--- src/rtl/hps_noc_flit_bridge.sv ---
// HPS<->NoC PIO mailbox endpoint: gathers cpu_tx words into a NoC flit and
// presents buffered NoC flits on cpu_rx words, with toggle handshakes on PIOs.
module hps_noc_flit_bridge #(
   parameter int unsigned WORDS         = 8,
   parameter int unsigned RX_FIFO_DEPTH = 4,
   parameter int unsigned SYNC_STAGES   = 2
) (
   input  logic                clk_clk,
   input  logic                reset_reset_n,
   input  logic [WORDS*32-1:0] cpu_tx_words,
   input  logic [31:0]         noc_ctrl,
   output logic [31:0]         noc_status,
   output logic [WORDS*32-1:0] cpu_rx_words,
   output logic [WORDS*32-1:0] noc_tx_flit,
   output logic                noc_tx_valid,
   input  logic                noc_tx_ready,
   input  logic [WORDS*32-1:0] noc_rx_flit,
   input  logic                noc_rx_valid,
   output logic                noc_rx_ready
);

   localparam int unsigned FLIT_W = WORDS * 32;
   localparam int unsigned PTR_W  = (RX_FIFO_DEPTH > 1) ? $clog2(RX_FIFO_DEPTH) : 1;
   localparam int unsigned CNT_W  = 4;
   localparam logic [CNT_W-1:0] DEPTH_CNT = CNT_W'(RX_FIFO_DEPTH);
   localparam logic [PTR_W-1:0] LAST_PTR  = PTR_W'(RX_FIFO_DEPTH - 1);

   typedef enum logic {TX_IDLE, TX_SEND} tx_state_e;

   tx_state_e         state_q, state_d;
   logic [1:0]        sync_q [SYNC_STAGES];
   logic [1:0]        sync_d [SYNC_STAGES];
   logic              rdy_en_q, rdy_en_d;
   logic [FLIT_W-1:0] tx_flit_q, tx_flit_d;
   logic              tx_valid_q, tx_valid_d;
   logic              tx_ack_q, tx_ack_d;
   logic [FLIT_W-1:0] mem_q [RX_FIFO_DEPTH];
   logic [FLIT_W-1:0] mem_d [RX_FIFO_DEPTH];
   logic [PTR_W-1:0]  wr_ptr_q, wr_ptr_d;
   logic [PTR_W-1:0]  rd_ptr_q, rd_ptr_d;
   logic [CNT_W-1:0]  count_q, count_d;
   logic [FLIT_W-1:0] rx_words_q, rx_words_d;
   logic              rx_tog_q, rx_tog_d;
   logic [31:0]       status_q, status_d;

   logic req_s, ack_s, req_s_nxt, ack_s_nxt;
   logic rx_ready_c, push_c, pop_c;
   logic unused_ctrl;

   assign unused_ctrl = ^noc_ctrl[31:2];

   // Synchroniser chain for the two software toggles
   always_comb begin
      sync_d[0] = noc_ctrl[1:0];
      for (int i = 1; i < SYNC_STAGES; i++) begin
         sync_d[i] = sync_q[i-1];
      end
   end

   assign req_s     = sync_q[SYNC_STAGES-1][0];
   assign ack_s     = sync_q[SYNC_STAGES-1][1];
   assign req_s_nxt = sync_d[SYNC_STAGES-1][0];
   assign ack_s_nxt = sync_d[SYNC_STAGES-1][1];

   assign rx_ready_c = rdy_en_q && (count_q < DEPTH_CNT);
   assign push_c     = noc_rx_valid && rx_ready_c;
   assign pop_c      = (rx_tog_q == ack_s) && (count_q != '0);

   // TX FSM next-state: capture on request mismatch, hold until accepted
   always_comb begin
      state_d    = state_q;
      tx_flit_d  = tx_flit_q;
      tx_valid_d = tx_valid_q;
      tx_ack_d   = tx_ack_q;
      unique case (state_q)
         TX_IDLE: begin
            if (req_s != tx_ack_q) begin
               tx_flit_d  = cpu_tx_words;
               tx_valid_d = 1'b1;
               state_d    = TX_SEND;
            end
         end
         TX_SEND: begin
            if (tx_valid_q && noc_tx_ready) begin
               tx_valid_d = 1'b0;
               tx_ack_d   = req_s;
               state_d    = TX_IDLE;
            end
         end
         default: state_d = TX_IDLE;
      endcase
   end

   // RX FIFO push/pop and presentation of the head to software
   always_comb begin
      mem_d      = mem_q;
      wr_ptr_d   = wr_ptr_q;
      rd_ptr_d   = rd_ptr_q;
      count_d    = count_q;
      rx_words_d = rx_words_q;
      rx_tog_d   = rx_tog_q;
      rdy_en_d   = 1'b1;
      if (push_c) begin
         mem_d[wr_ptr_q] = noc_rx_flit;
         wr_ptr_d        = (wr_ptr_q == LAST_PTR) ? '0 : wr_ptr_q + PTR_W'(1);
      end
      if (pop_c) begin
         rx_words_d = mem_q[rd_ptr_q];
         rx_tog_d   = ~rx_tog_q;
         rd_ptr_d   = (rd_ptr_q == LAST_PTR) ? '0 : rd_ptr_q + PTR_W'(1);
      end
      if (push_c && !pop_c) begin
         count_d = count_q + CNT_W'(1);
      end else if (pop_c && !push_c) begin
         count_d = count_q - CNT_W'(1);
      end
   end

   // Status word reflects the state being committed this edge
   always_comb begin
      status_d      = '0;
      status_d[0]   = tx_ack_d;
      status_d[1]   = rx_tog_d;
      status_d[2]   = (state_d == TX_SEND) || (req_s_nxt != tx_ack_d);
      status_d[3]   = (rx_tog_d != ack_s_nxt);
      status_d[7:4] = count_d;
   end

   // State registers
   always_ff @(posedge clk_clk or negedge reset_reset_n) begin
      if (!reset_reset_n) begin
         state_q    <= TX_IDLE;
         sync_q     <= '{default: '0};
         rdy_en_q   <= 1'b0;
         tx_flit_q  <= '0;
         tx_valid_q <= 1'b0;
         tx_ack_q   <= 1'b0;
         mem_q      <= '{default: '0};
         wr_ptr_q   <= '0;
         rd_ptr_q   <= '0;
         count_q    <= '0;
         rx_words_q <= '0;
         rx_tog_q   <= 1'b0;
         status_q   <= '0;
      end else begin
         state_q    <= state_d;
         sync_q     <= sync_d;
         rdy_en_q   <= rdy_en_d;
         tx_flit_q  <= tx_flit_d;
         tx_valid_q <= tx_valid_d;
         tx_ack_q   <= tx_ack_d;
         mem_q      <= mem_d;
         wr_ptr_q   <= wr_ptr_d;
         rd_ptr_q   <= rd_ptr_d;
         count_q    <= count_d;
         rx_words_q <= rx_words_d;
         rx_tog_q   <= rx_tog_d;
         status_q   <= status_d;
      end
   end

   assign noc_status   = status_q;
   assign cpu_rx_words = rx_words_q;
   assign noc_tx_flit  = tx_flit_q;
   assign noc_tx_valid = tx_valid_q;
   assign noc_rx_ready = rx_ready_c;

endmodule
--- config.mk ---
export PLATFORM = sky130hd
export DESIGN_NAME = hps_noc_flit_bridge
export DESIGN_NICKNAME = d
export VERILOG_FILES = /design/src/rtl/hps_noc_flit_bridge.sv
export SDC_FILE = /design/constraint.sdc
export NUM_CORES = 2
export LEC_CHECK = 0
export BUFFER_PORTS_ARGS = -buffer_cell sky130_fd_sc_hd__buf_2
export CAP_MARGIN = 20
export CORE_AREA = 4 4 424 426
export CTS_CLUSTER_DIAMETER = 80
export DETAILED_ROUTE_END_ITERATION = 7
export DIE_AREA = 0 0 428 430
export PLACE_DENSITY = 0.63
export SYNTH_ARGS = -nofsm -noshare
export SYNTH_HDL_FRONTEND = slang
export SYNTH_SLANG_ARGS = --single-unit
--- constraint.sdc ---
create_clock -name clk_clk -period 2.63 [get_ports clk_clk]
set_clock_uncertainty 0.05 [all_clocks]
set_input_delay 0.526 -clock clk_clk [delete_from_list [all_inputs] [get_ports clk_clk]]
set_output_delay 0.526 -clock clk_clk [all_outputs]
set_load 0.1 [all_outputs]
# Word-level counts from Yosys, hierarchy flattened
# Index checks and enable logic that the tools add are counted.
# totals
ff_bits,1561
inputBits,548
word_cells,69
# classes
add_sub_neg,4
magnitude_cmp,4
eq_ne,8
muxes,19
bitwise_logic,4
reduce_logical,13
# ops
op,n
$bwmux 1024,1
$mux 256,3
$bmux 256 s2,1
$demux 256 s2,1
$mux 4,2
$logic_and 1x1->1,7
$mux 1,7
$ge 3x3->1 const B,2
$not 2->3,2
$add 2x1->2 const B,2
$add 4x1->4 const B,1
$eq 2x2->1 const B,2
$lt 4x3->1 const B,1
$mux 2,2
$pmux 1 s2,2
$reduce_and 2->1,2
$reduce_bool 4->1,1
$sub 4x1->4 const B,1
$lt 3x1->1 const B,1
$ne 1x1->1,3
$logic_not 1->1,2
$ne 2x1->1 const B,1
$ne 2x2->1 const B,1
$not 1->1,2
2 further kinds,2

# Depth between registers and ports, before layout
# logic_depth
ltp_word,7
depth_mapped,10
mapped_depth_nobuf,9

# Worst setup path after synthesis
# Ideal clock, no wire load.
# synth_path
path_kind,register to register
start,register count_q[0]
end,register status_q[7] (netlist: noc_status[7])
setup_time_ps,91
arrival_time_ps,3098
required_ps,2489
path_slack_ps,-609
path_stages_with_launch,11
path_buffers,2
period_less_slack_ps,3239
cell_sequence,dfrtp_1 inv_1 ha_1 nor3b_2 nor2_4 buf_2 ha_1 clkbuf_1 or3b_2 o221ai_1 a21boi_0
# synth_between
word_cells_on_any_way,13
# synth_rtl
element,line_no,source
from (decl),41,"logic [CNT_W-1:0] count_q, count_d;"
from (signal assigned),155,count_q <= count_d;
$reduce_bool 4->1 *,67,assign pop_c = (rx_tog_q == ack_s) && (count_q != '0);
$logic_and 1x1->1 *,67,
net pop_c,47,"logic rx_ready_c, push_c, pop_c;"
$logic_and 1x1->1 / $logic_not 1->1 (equally long branches),"114, 112",
$mux 4 / $logic_and 1x1->1 (equally long branches),"114, 112",
$mux 4 *,112,if (push_c && !pop_c) begin
to (signal assigned),158,status_q <= status_d;
to (decl),44,"logic [31:0] status_q, status_d;"
# Mark *: on every way through the listed nets, which the timed path passes. The rest lies on a longest branch.
# A chain may end at the register's enable or synchronous reset.

# Worst setup path in the final report
# layout_path
start,register tx_flit_q[72] (netlist: noc_tx_flit[72])
end,output noc_tx_flit[72]
# layout_rtl
element,line_no,source
from (decl),34,"logic [FLIT_W-1:0] tx_flit_q, tx_flit_d;"
from (signal assigned),149,tx_flit_q <= tx_flit_d;
to (decl),14,"output logic [WORDS*32-1:0] noc_tx_flit,"
# No word-level cell between the ends.

==> summary.md <==
| Metric | Value |
|---|---|
| Via Count | between 30,000 and 40,000 |
| Metal3 WL | ~23,000 um |
| DRC viols | 0 |
| Maximum Capacitance Violations | 0 |
| Vias in the first global route | 42,600 |
| Tightest Pin Transition | 0.795 ns |
| Seq/Total Area, Yosys | 58.7% |
| Starting Density | a little under two fifths |
| CP max FO | 2 |
| Std-Cell Rows | about 150 |
| Layout Nets | between 5,000 and 6,000 |
| WL final | ~210,000 um |
| GRT overflow | 0 |
| WL met2 | just under 100,000 um |
| Post-Layout Cell Count | 7,842 |
| Synth cell types | 43 |
| CP Depth | 1 |
| Fillers | roughly 15,000 |
| Die Area | ~180,000 um^2 |
| Outcome | finished, final reports clean |
| Critical path type | reg -> out |
| Worst skew pair latency | between 0.8 and 0.9 ns |
| FF-to-FF setup slack | roughly 0.27 ns |
| Register area | 38,900 um^2 |
| PortBufs | ~1,000 |
| Final setup violation count | 0 |
| HP Start | noc_rx_valid |
| Footprint of the multi-input gates | roughly 25,000 um^2 |
| DRT iter0 DRCs | 2,289 |
| Crit. End Element | output port |
| FF-to-FF End | cpu_rx_words[191] |
| Final worst-path cycle share | ~97% |
| Post-Syn Area | roughly 66,000 um^2 |
| Final design area excluding fillers | 85,500 um^2 |
| Setup Buffers After CTS | 0 |
| Worst hold slack | about 0.16 ns |
| Total global routing track utilization | between 20% and 30% |
| Most numerous cell in the Yosys netlist | dfrtp_1 |
| Worst Hold End | wr_ptr_q[0] |
| P&R area growth vs syn | 28.9% |
| Unrepaired setup endpoints after global routing | false |
| Fmax | 0.391 GHz |
| Top layer in use | met5 |
| GP Congestion | slightly below 1 |
| HP Class | in -> reg |
| RR Startpoint | count_q[0] |
| Final HPWL DP | 159,000 um |
| Area leader, netlist | dfrtp_1 |
| Worst R2R Path Depth | 7 |
| Seq cells post-synth | 1,555 |
| Synth area leaders | dfrtp_1 59%, mux2_1 10%, mux2_2 9.5% |
| Cells after Synth | roughly 3,700 |
| Layout cells sized above 1 | 48.8% |
| Placed Area | around 74,000 um^2 |
| Htree depth | 4 |
| Max_slew headroom | 47.0% |
| Wire per inst | between 20 and 30 um |
| Post-synth EDFFs | 0 |
| Height of the die | about 430 um |
| CORE AREA | approximately 180,000 um^2 |
| Critical path cell sequence | buf_2 |
| Synth async-reset ratio | 100% |
| Initial antenna violation count | 75 |
| CTS tree | done |
| Largest net degree at the start of global routing | 96 |
| Vias/cell | between 5 and 6 |
| # clock sinks | roughly 1,600 |
| Avg Cell Area, Syn | around 18 um^2 |
| Hold Path Stages | 5 |
| Metal-1 WL | about 86,000 um |
| Slowest stage delay, CP | around 0.62 ns |
| Synth cell count leaders | 1,555 x dfrtp_1, 600 x mux2_1, 559 x mux2_2, 380 x mux2_4, 256 x mux4_2 |
| CP top delay family | flip-flops |
| Number of synthesis warnings | 0 |
| Total I/O pin count | around 1,100 |
| Most used DFF post-synth | dfrtp_1 |
| CP arrival | about 2 ns |
| Pre-antenna DRT Iters | 5 |
| Endpoints failing hold | 0 |
| Die Width | 428 um |
| First-pass GRT wire length | 311,000 um |
| Slowest CP cell | dfrtp_1 |
| Clock tree buffer depth | 3 |
| Area share of the largest cell type after synthesis | 58.7% |
| Crit path time final | about 2.6 ns |
| Worst endpoint required time | 2.05 ns |
| Root Buffer | clkbuf_16 |
| Total negative slack | 0 ns |
| Max-slew violations | 0 |
| CTS Buf Count | 173 |
| CP Buf/Inv Count | 1 |
| # placed instances | 6,970 |
| CTS clock-pin slew for the worst setup and hold paths | approximately 0.06 ns |
| Critical Path Source Type | flop |
| DRT antenna net count | 0 |
## how the worst max path moves through the flow
stage / startpoint / end / slack [ns]
after global placement: noc_rx_valid / mem_q[704] / 0.25
after floorplan: count_q[1] / noc_status[7] / 0.01
final: noc_tx_flit[72] / noc_tx_flit[72] / 0.07
after global routing: noc_tx_flit[72] / noc_tx_flit[72] / 0.005
after detailed placement: count_q[0] / cpu_rx_words[191] / 0.23
after CTS: noc_tx_flit[72] / noc_tx_flit[72] / 0.01
## per-stage QoR
step,setup WS [ns],utilization [%]
2_1_floorplan,0.0149,-
3_3_place_gp,0.248,42.3
3_5_place_dp,0.232,42.3
4_1_cts,0.0108,48.6
5_1_grt,0.00515,48.6
6_report,0.0706,48.7
## cells by family after synthesis
kind of cell | after synthesis | synth area share (%)
xor+xnor | 4 | 0.0528
flops | 1555 | 58.7
mux | 1797 | 37.0
compound gates | 13 | 0.132
fa+ha+maj | 10 | 0.189
simple gates | 31 | 0.277
other cells | 2 | 0.0113
buf+inv | 264 | 3.65
## cells in the final DEF (no fill, tap or decap), drive strengths merged, types with 2 or more instances in the layout
cell type / netlist / routed
mux4: 256 / 256
or3: 2 / 2
diode: 0 / 42
nand2: 9 / 9
clkbuf: 8 / 259
nor2: 7 / 7
mux2: 1539 / 1539
buf: 247 / 1184
nand3: 4 / 4
mux2i: 2 / 2
ha: 10 / 10
o31ai: 2 / 2
xor2: 3 / 3
o21ai: 4 / 4
dfrtp: 1555 / 1555
dlygate4sd3: 0 / 516
bufinv: 0 / 11
conb: 2 / 25
clkinvlp: 0 / 4
nor2b: 3 / 3
inv: 9 / 18
clkinv: 0 / 33
nor3b: 2 / 2
## sequential cells by signal (all words and copies together) (netlist names), 2 cells and up
register	cells
count_q	3
cpu_rx_words	256
mem_q	1024
noc_status	5
noc_tx_flit	256
rd_ptr_q	2
wr_ptr_q	2
## per-layer routing
layer / vias to the layer above / global-route usage (%)
met5: - / 0
met4: 20 / 8.03
met3: 346 / 10.9
met2: 1202 / 34.8
met1: 21300 / 28.9
li1: 16800 / -
## final cells by class
| cell class | instances | share of cell area (%) |
|---|---|---|
| Sequential cell | 1555 | 45.5 |
| Multi-Input combinational cell | 1880 | 29.4 |
| Timing Repair Buffer | 1702 | 14.7 |
| Clock buffer | 257 | 5.92 |
| Tap cell | 2340 | 3.42 |
| Clock inverter | 57 | 0.929 |
| Antenna cell | 42 | 0.123 |
| Inverter | 9 | 0.0424 |
## repair_timing
action | CTS | global route
pin swaps | 0 | 0
hold endpoints to repair | 1374 | 0
resized for setup | 1 | 2
hold buffers | 516 | 0
endpoints found under the setup margin | 1 | 2
Power is left out: the tool's default activity adds up to more than one toggle a clock period on the data nets, which glitch-free logic cannot reach.
